`config.mk`:
```
export PLATFORM = sky130hd
export DESIGN_NAME = seg_disp_arbiter
export DESIGN_NICKNAME = d
export VERILOG_FILES = /design/src/rtl/seg_disp_arbiter.sv
export SDC_FILE = /design/constraint.sdc
export NUM_CORES = 1
export LEC_CHECK = 0
export ABC_AREA = 1
export CAP_MARGIN = 30
export CORE_ASPECT_RATIO = 1.75
export CORE_MARGIN = 2
export CORE_UTILIZATION = 40
export DETAILED_ROUTE_END_ITERATION = 12
export PLACE_DENSITY = 0.66
export SYNTH_ARGS = -nofsm -noshare
export SYNTH_HDL_FRONTEND = slang
export SYNTH_SLANG_ARGS = --single-unit
```
`constraint.sdc`:
```
create_clock -name clk -period 3.41 [get_ports clk]
set_input_delay 0.682 -clock clk [delete_from_list [all_inputs] [get_ports clk]]
set_output_delay 0.682 -clock clk [all_outputs]
set_load 0.005 [all_outputs]
```
`src/rtl/seg_disp_arbiter.sv`:
```
// Round-robin arbiter sharing one multiplexed 4-digit seven-segment display among three requesters.
// Optional leading-zero blanking when SEG_DISP_ARBITER_LZB_EN is defined.
module seg_disp_arbiter #(
  parameter int SCAN_DIV   = 8333,
  parameter int HOLD_SCANS = 240
) (
  input  logic        clk,
  input  logic        rst,
  input  logic        en,
  input  logic [2:0]  req,
  input  logic [15:0] val0,
  input  logic [15:0] val1,
  input  logic [15:0] val2,
  output logic [2:0]  gnt,
  output logic [3:0]  anodes,
  output logic [3:0]  hex_cur,
  output logic        tick
);

  localparam int PW = (SCAN_DIV > 2) ? $clog2(SCAN_DIV) : 1;
  localparam logic [PW-1:0] PRESC_LAST = PW'(SCAN_DIV - 1);
  localparam logic [11:0]   HOLD_MAX   = 12'(HOLD_SCANS);

  typedef enum logic {IDLE, OWN} state_t;

  state_t        state, state_nxt;
  logic [PW-1:0] presc;
  logic [1:0]    scan_idx, scan_nxt;
  logic [11:0]   hold_cnt, hold_nxt;
  logic [1:0]    last_owner, owner_nxt;
  logic [2:0]    gnt_nxt;
  logic [15:0]   gval_p0;
  logic [3:0]    digit_p0;
  logic          blank_p0;

  // First requester after 'from' in the cyclic order from+1, from+2, from.
  function automatic logic [1:0] rr_pick(input logic [1:0] from, input logic [2:0] r);
    logic [1:0] a;
    logic [1:0] b;
    a = (from == 2'd2) ? 2'd0 : from + 2'd1;
    b = (a == 2'd2) ? 2'd0 : a + 2'd1;
    if (r[a])      return a;
    else if (r[b]) return b;
    else           return from;
  endfunction

  assign tick     = (presc == PRESC_LAST);
  assign scan_nxt = scan_idx + 2'd1;

  always_comb begin
    gval_p0 = 16'h0000;
    case (gnt)
      3'b001:  gval_p0 = val0;
      3'b010:  gval_p0 = val1;
      3'b100:  gval_p0 = val2;
      default: gval_p0 = 16'h0000;
    endcase
  end

  always_comb begin
    digit_p0 = 4'h0;
    case (scan_nxt)
      2'd0: digit_p0 = gval_p0[3:0];
      2'd1: digit_p0 = gval_p0[7:4];
      2'd2: digit_p0 = gval_p0[11:8];
      2'd3: digit_p0 = gval_p0[15:12];
      default: digit_p0 = 4'h0;
    endcase
  end

`ifdef SEG_DISP_ARBITER_LZB_EN
  // A digit is blanked when it and every more significant digit are zero.
  always_comb begin
    blank_p0 = 1'b0;
    case (scan_nxt)
      2'd1: blank_p0 = (gval_p0[15:4] == 12'h000);
      2'd2: blank_p0 = (gval_p0[15:8] == 8'h00);
      2'd3: blank_p0 = (gval_p0[15:12] == 4'h0);
      default: blank_p0 = 1'b0;
    endcase
  end
`else
  assign blank_p0 = 1'b0;
`endif

  always_comb begin
    state_nxt = state;
    owner_nxt = last_owner;
    gnt_nxt   = gnt;
    hold_nxt  = hold_cnt;
    case (state)
      IDLE: begin
        if (|req) begin
          state_nxt = OWN;
          owner_nxt = rr_pick(last_owner, req);
          gnt_nxt   = 3'b001 << owner_nxt;
          hold_nxt  = 12'd0;
        end
      end
      OWN: begin
        // While owning, last_owner is the current owner.
        if (!req[last_owner]) begin
          state_nxt = IDLE;
          gnt_nxt   = 3'b000;
        end else if ((hold_cnt == HOLD_MAX) && (|(req & ~gnt))) begin
          owner_nxt = rr_pick(last_owner, req);
          gnt_nxt   = 3'b001 << owner_nxt;
          hold_nxt  = 12'd0;
        end else if (tick && (hold_cnt != HOLD_MAX)) begin
          hold_nxt = hold_cnt + 12'd1;
        end
      end
      default: begin
        state_nxt = IDLE;
        gnt_nxt   = 3'b000;
      end
    endcase
  end

  always_ff @(posedge clk) begin
    if (rst) begin
      state      <= IDLE;
      gnt        <= 3'b000;
      last_owner <= 2'd2;
      hold_cnt   <= 12'd0;
    end else begin
      state      <= state_nxt;
      gnt        <= gnt_nxt;
      last_owner <= owner_nxt;
      hold_cnt   <= hold_nxt;
    end
  end

  // Scan stage: outputs refresh on the tick clk with the advanced index.
  always_ff @(posedge clk) begin
    if (rst) begin
      presc    <= '0;
      scan_idx <= 2'd0;
      anodes   <= 4'hF;
      hex_cur  <= 4'h0;
    end else begin
      presc <= tick ? '0 : presc + PW'(1);
      if (tick) begin
        scan_idx <= scan_nxt;
        anodes   <= (en && (state == OWN) && !blank_p0) ? ~(4'b0001 << scan_nxt) : 4'hF;
        hex_cur  <= digit_p0;
      end
    end
  end

endmodule

```
Word level (Yosys, flattened, before mapping) --
Cells that the tools add are included.
Operators by class: add/subtract/negate cells 5, $lt $le $gt $ge 3, equality and inequality tests 16, shift operators 3, muxes and demuxes 34, bitwise gates (word level) 4, reductions and logical operators 10
Operators by type and width (number):
- 12-bit two-way mux | 4
- 16-bit case mux with 3 select lines | 1
- 2-bit two-way mux | 12
- 12-bit case mux with 2 select lines | 1
- 4-bit case mux with 4 select lines | 1
- 14-bit by 1-bit adder with 14-bit output (second input constant) | 1
- 14-bit equality test (second input constant) | 1
- 12-bit by 1-bit adder with 12-bit output (second input constant) | 1
- 12-bit by 8-bit equality test with 1-bit output (second input constant) | 1
- 12-bit by 8-bit inequality test with 1-bit output (second input constant) | 1
- 2-bit by 3-bit < comparator with 1-bit output (second input constant) | 3
- 3-bit two-way mux | 3
- 2-bit equality test (second input constant) | 4
- 2-bit by 1-bit adder with 2-bit output (second input constant) | 3
- 1-bit binary-select mux with 2-bit select | 3
- 3-bit case mux with 2 select lines | 1
- 3-bit AND reduction | 2
- 3-bit OR reduction | 2
- 1-bit by 2-bit left shift with 3-bit output (first input constant) | 2
- 1-bit two-way mux | 5
- 4-bit two-way mux | 1
- 2-bit by 1-bit inequality test with 1-bit output (second input constant) | 2
- 4-bit inverter | 1
- 2-bit case mux with 2 select lines | 1
- 16 further kinds | 18
Word-level totals: bits in registers 42, input port bits 54, logic and storage cells 83

Longest topological paths before layout --
depth in word-level cells 15, gate-level depth with buffers 12, gate-level depth less buffers 12

Least setup slack after synthesis --
OpenSTA, ideal clock, no wires.
path type input-to-reg, start point in req[2], end point reg hold_cnt[2], library setup time 114 ps, arrival time 1555 ps, path slack 1741 ps, stages on the path 11, cells stage by stage inv_2 > nand2_1 > nand3_1 > nand2_1 > nand2_1 > nand2_2 > nand2_4 > nand2_4 > buf_8 > a21oi_1 > nor2_1
Between the ends: cells in the longest elaborated chain, start to end 6, elaborated cells on any way between the ends 13, those cells by class eq/ne (3); mux (5); bitwise (1); reduce/logical (4)
Ends and longest elaborated chain:
- from (decl) | line 10 | input logic [2:0] req,
- 3-bit AND | line 105 | end else if ((hold_cnt == HOLD_MAX) && (|(req & ~gnt))) begin
- 3-bit OR reduction | line 105
- 1-bit logical AND | line 105
- 12-bit two-way mux | line 105
- 12-bit two-way mux | line 102 | if (!req[last_owner]) begin
- 12-bit case mux with 2 select lines | line 91 | case (state)
- to (signal assigned) | line 130 | hold_cnt <= hold_nxt;
- to (decl) | line 29 | logic [11:0] hold_cnt, hold_nxt;
Several ways; a longest one is shown, not always the timed one. The select of a mux whose other input is x is not followed. A chain may end at the register's enable or synchronous reset.

Final worst setup path --
start point reg presc[0], end point out tick
Between the ends: cells in the longest elaborated chain, start to end 1
Ends and longest elaborated chain:
- from (decl) | line 27 | logic [PW-1:0] presc;
- from (signal assigned) | line 142 | presc <= tick ? '0 : presc + PW'(1);
- 14-bit equality test | line 47 | assign tick = (presc == PRESC_LAST);
- to (decl) | line 17 | output logic tick
No other way between the ends.

==> reports/metrics.yaml <==
postSynth.asyncResetShare_pct: 0
wl_met3_microns: 483
synth_edf_count: 0
vias_per_cell: 5.07
synthFlopType: "dfxtp_1"
p_sw_mw: 0.367
worst_slack_ps: 924
cap_violations: 0
numCtsBuffers: 5
critPathKind: "flip-flop to output pin"
cts_resized: 0
gp_congestion: 0.925
die_w_microns: 68.2
dpl.hpwl_mm: 6.61
fin_cells: 610
synth_nets: 524
synth_cell_type_count: 33
p_int_mw: 0.978
required_ps: 2730
path_max_fanout: 6
fin_skew_ps: 4.50
drtPass1Iterations: 4
hold_buffers: 0
netlist_area_sq_um: 2890
placementRows: 41
p_leak_nw: 1.60
seq_area_frac_synth_pct: 29.1
grt-ovfl-total: 0
reg2reg_depth: 12
core-area_sq_um: 7080
synthTopCellsByArea: "dfxtp_1, nand2_1, inv_1"
yosys_warnings: 0
syn_avg_cell_area_sq_um: 6.26
cts-root-buf: "clkbuf_16"
crit_chain: "inv_1 -> ha_1 -> nand3_1 -> nor2_1 -> nand2_2 -> inv_1 -> clkdlybuf4s50_1"
postRouteWirelength_mm: 8.13
max_freq_ghz: 0.402
crit_path_frequent_cell: "inv_1"
p_total_mw: 1.35
worst_setup_path_end_kind: "output pin"
cp-start-kind: "flip-flop"
grt_pass1_vias: 2887
period_share_pct: 72.9
fp.dieH_microns: 116
path_clk_slew_ps: 60
synth_top_area_share_pct: 29.1
dp_slack_ps: 1000
grt_max_degree: 19
yosysTopAreaCell: "dfxtp_1"
vdd_drop_max_mv: 0.191
ys_seq_elements: 42
grt_pass1_wl_mm: 12.6
grt_usage_pct: 20.8
ios: 66
maxSlewHeadroom_pct: 57.1
area_delta_synth_final_pct: 30.1
insertion_delay_ps: 280
cts_num_sinks: 42
drive_gt1_share_pct: 8.78
cp_slowest_cell: "clkdlybuf4s50_1"
status: "complete, no violations"
cts_tree: "yes"
n_antenna_cell: 0
hold_viol: 0
holdPathStages: 2
port_buffers: 65
nNetsFinal: 586
setup-tns-final_ps: 0
h-tree-depth: 2
rsz0062_at_grt: "false"
remaining_drc_errors: 0
antenna_found_initial: 0
cts_buffer_depth: 2
worst_slew_pin_slew_ps: 642
powerDensity_nw_per_um2: 358
wire_per_inst_microns: 13.3
hold_class: "flip-flop to flip-flop"
start_util_pct: 40.8
p_sw_share_pct: 27.3
finalMaxSlewViolations: 0
p_clk_share_pct: 39.5
finalSetupViolCount: 0
period_minus_slack_ps: 2490
highest_layer: "met4"
antenna_left: 0
route.met2.wl_mm: 4.46
wl_met1_mm: 2.86
post-route-util_pct: 53.0
dieArea_sq_um: 7940
synthCells: 461
vias: 3090
pwr-share-seq_pct: 39.6
max_stage_delay_ps: 510
crit_arrival_ps: 1800
post_cts_buffers: 0
dp.cells: 602
first_iter_violations: 76
p_comb_share_pct: 20.9
==> worst max-delay path: cells and delay by family, from the launching register on <==
kind / cells / cell delay, ps
buf+inv: 3 / 710
simple gates: 3 / 330
flops: 1 / 350
fa+ha+maj: 1 / 140
==> cell usage after synthesis (3+ instances only) <==
library cell and number:
dfxtp_1 42, nand4_1 10, inv_2 8, inv_1 69
clkbuf_1 5, buf_2 4, nor3_1 7, xor2_1 3
nand3_1 38, nor2_2 3, nand2_2 12, o21ai_0 3
o21ai_1 3, nand2_4 3, a21oi_1 27, o21a_1 3
ha_1 9, a21oi_2 8, nand2_1 113, nor2_1 58
o22ai_1 15, nand3b_1 3, a41oi_1 4
==> power by group through the flow <==
| stage | Sequential [mW] | Clock, mW | Combinational (mW) |
|---|---|---|---|
| 4_1_cts | 0.532 | 0.545 | 0.282 |
| 3_5_place_dp | 0.543 | 0 | 0.281 |
| 6_report | 0.533 | 0.532 | 0.281 |
| 3_3_place_gp | 0.543 | 0 | 0.279 |
| 2_1_floorplan | 0.531 | 0 | 0.184 |
| 5_1_grt | 0.535 | 0.568 | 0.315 |
==> area by class of cell <==
class | count | area [sq um]
fillers | 757 | 3330
multi-input cells | 331 | 1690
flip-flops and latches | 42 | 841
repair buffers | 66 | 658
inverters | 77 | 289
clock buffers | 6 | 129
well taps | 86 | 108
clock inverters | 2 | 37.5
==> path summary, 6_finish.rpt <==
path | start | to | slack (ps)
max | presc[0] | tick | 920
min | hex_cur[3] | hex_cur[3] | 450
max reg2reg | hold_cnt[0] | hold_cnt[0] | 1570
min reg2reg | hex_cur[3] | hex_cur[3] | 450
==> flip-flops by register name, indices dropped and copies added, names as in the netlist <==
| signal | flops |
|---|---|
| anodes | 4 |
| last_owner | 2 |
| state | 1 |
| hex_cur | 4 |
| hold_cnt | 12 |
| gnt | 3 |
| scan_idx | 2 |
| presc | 14 |
==> metrics by stage <==
step,area (sq um),hold slack (ps)
final,3750,449
after global routing,3750,471
after CTS,3750,453
after detailed placement,3590,440
after global placement,3590,441
after floorplan,2890,441
==> per-layer routing <==
| metal | vias to the layer above | track usage [%] |
|---|---|---|
| met5 | - | 0 |
| met4 | 0 | 9.60 |
| met3 | 19 | 3.37 |
| met2 | 91 | 42.1 |
| met1 | 1382 | 18.6 |
| li1 | 1598 | - |
==> placed cells by master, fill, tap and decap left out, types with 5 or more instances in the layout <==
cell type	count
nand4_1	10
dfxtp_1	42
nor2_1	58
nand2_2	12
ha_1	9
inv_1	69
clkdlybuf4s50_1	65
inv_2	8
a21oi_1	27
nor3_1	7
o22ai_1	15
nand3_1	38
nand2_1	113
a21oi_2	8
clkbuf_16	5
==> cell families (layout without fill, tap and decap cells) <==
| group | Yosys count | in the layout | share of synthesized area, % |
|---|---|---|---|
| AND/OR/NAND/NOR | 252 | 252 | 39.2 |
| buffers and inverters | 88 | 151 | 12.3 |
| AO/OA/AOI/OAI | 65 | 65 | 13.9 |
| flip-flops | 42 | 42 | 29.1 |
| adder cells (fa/ha/maj) | 9 | 9 | 3.90 |
| XOR/XNOR | 5 | 5 | 1.52 |
Power figures use the tool's default switching activity.
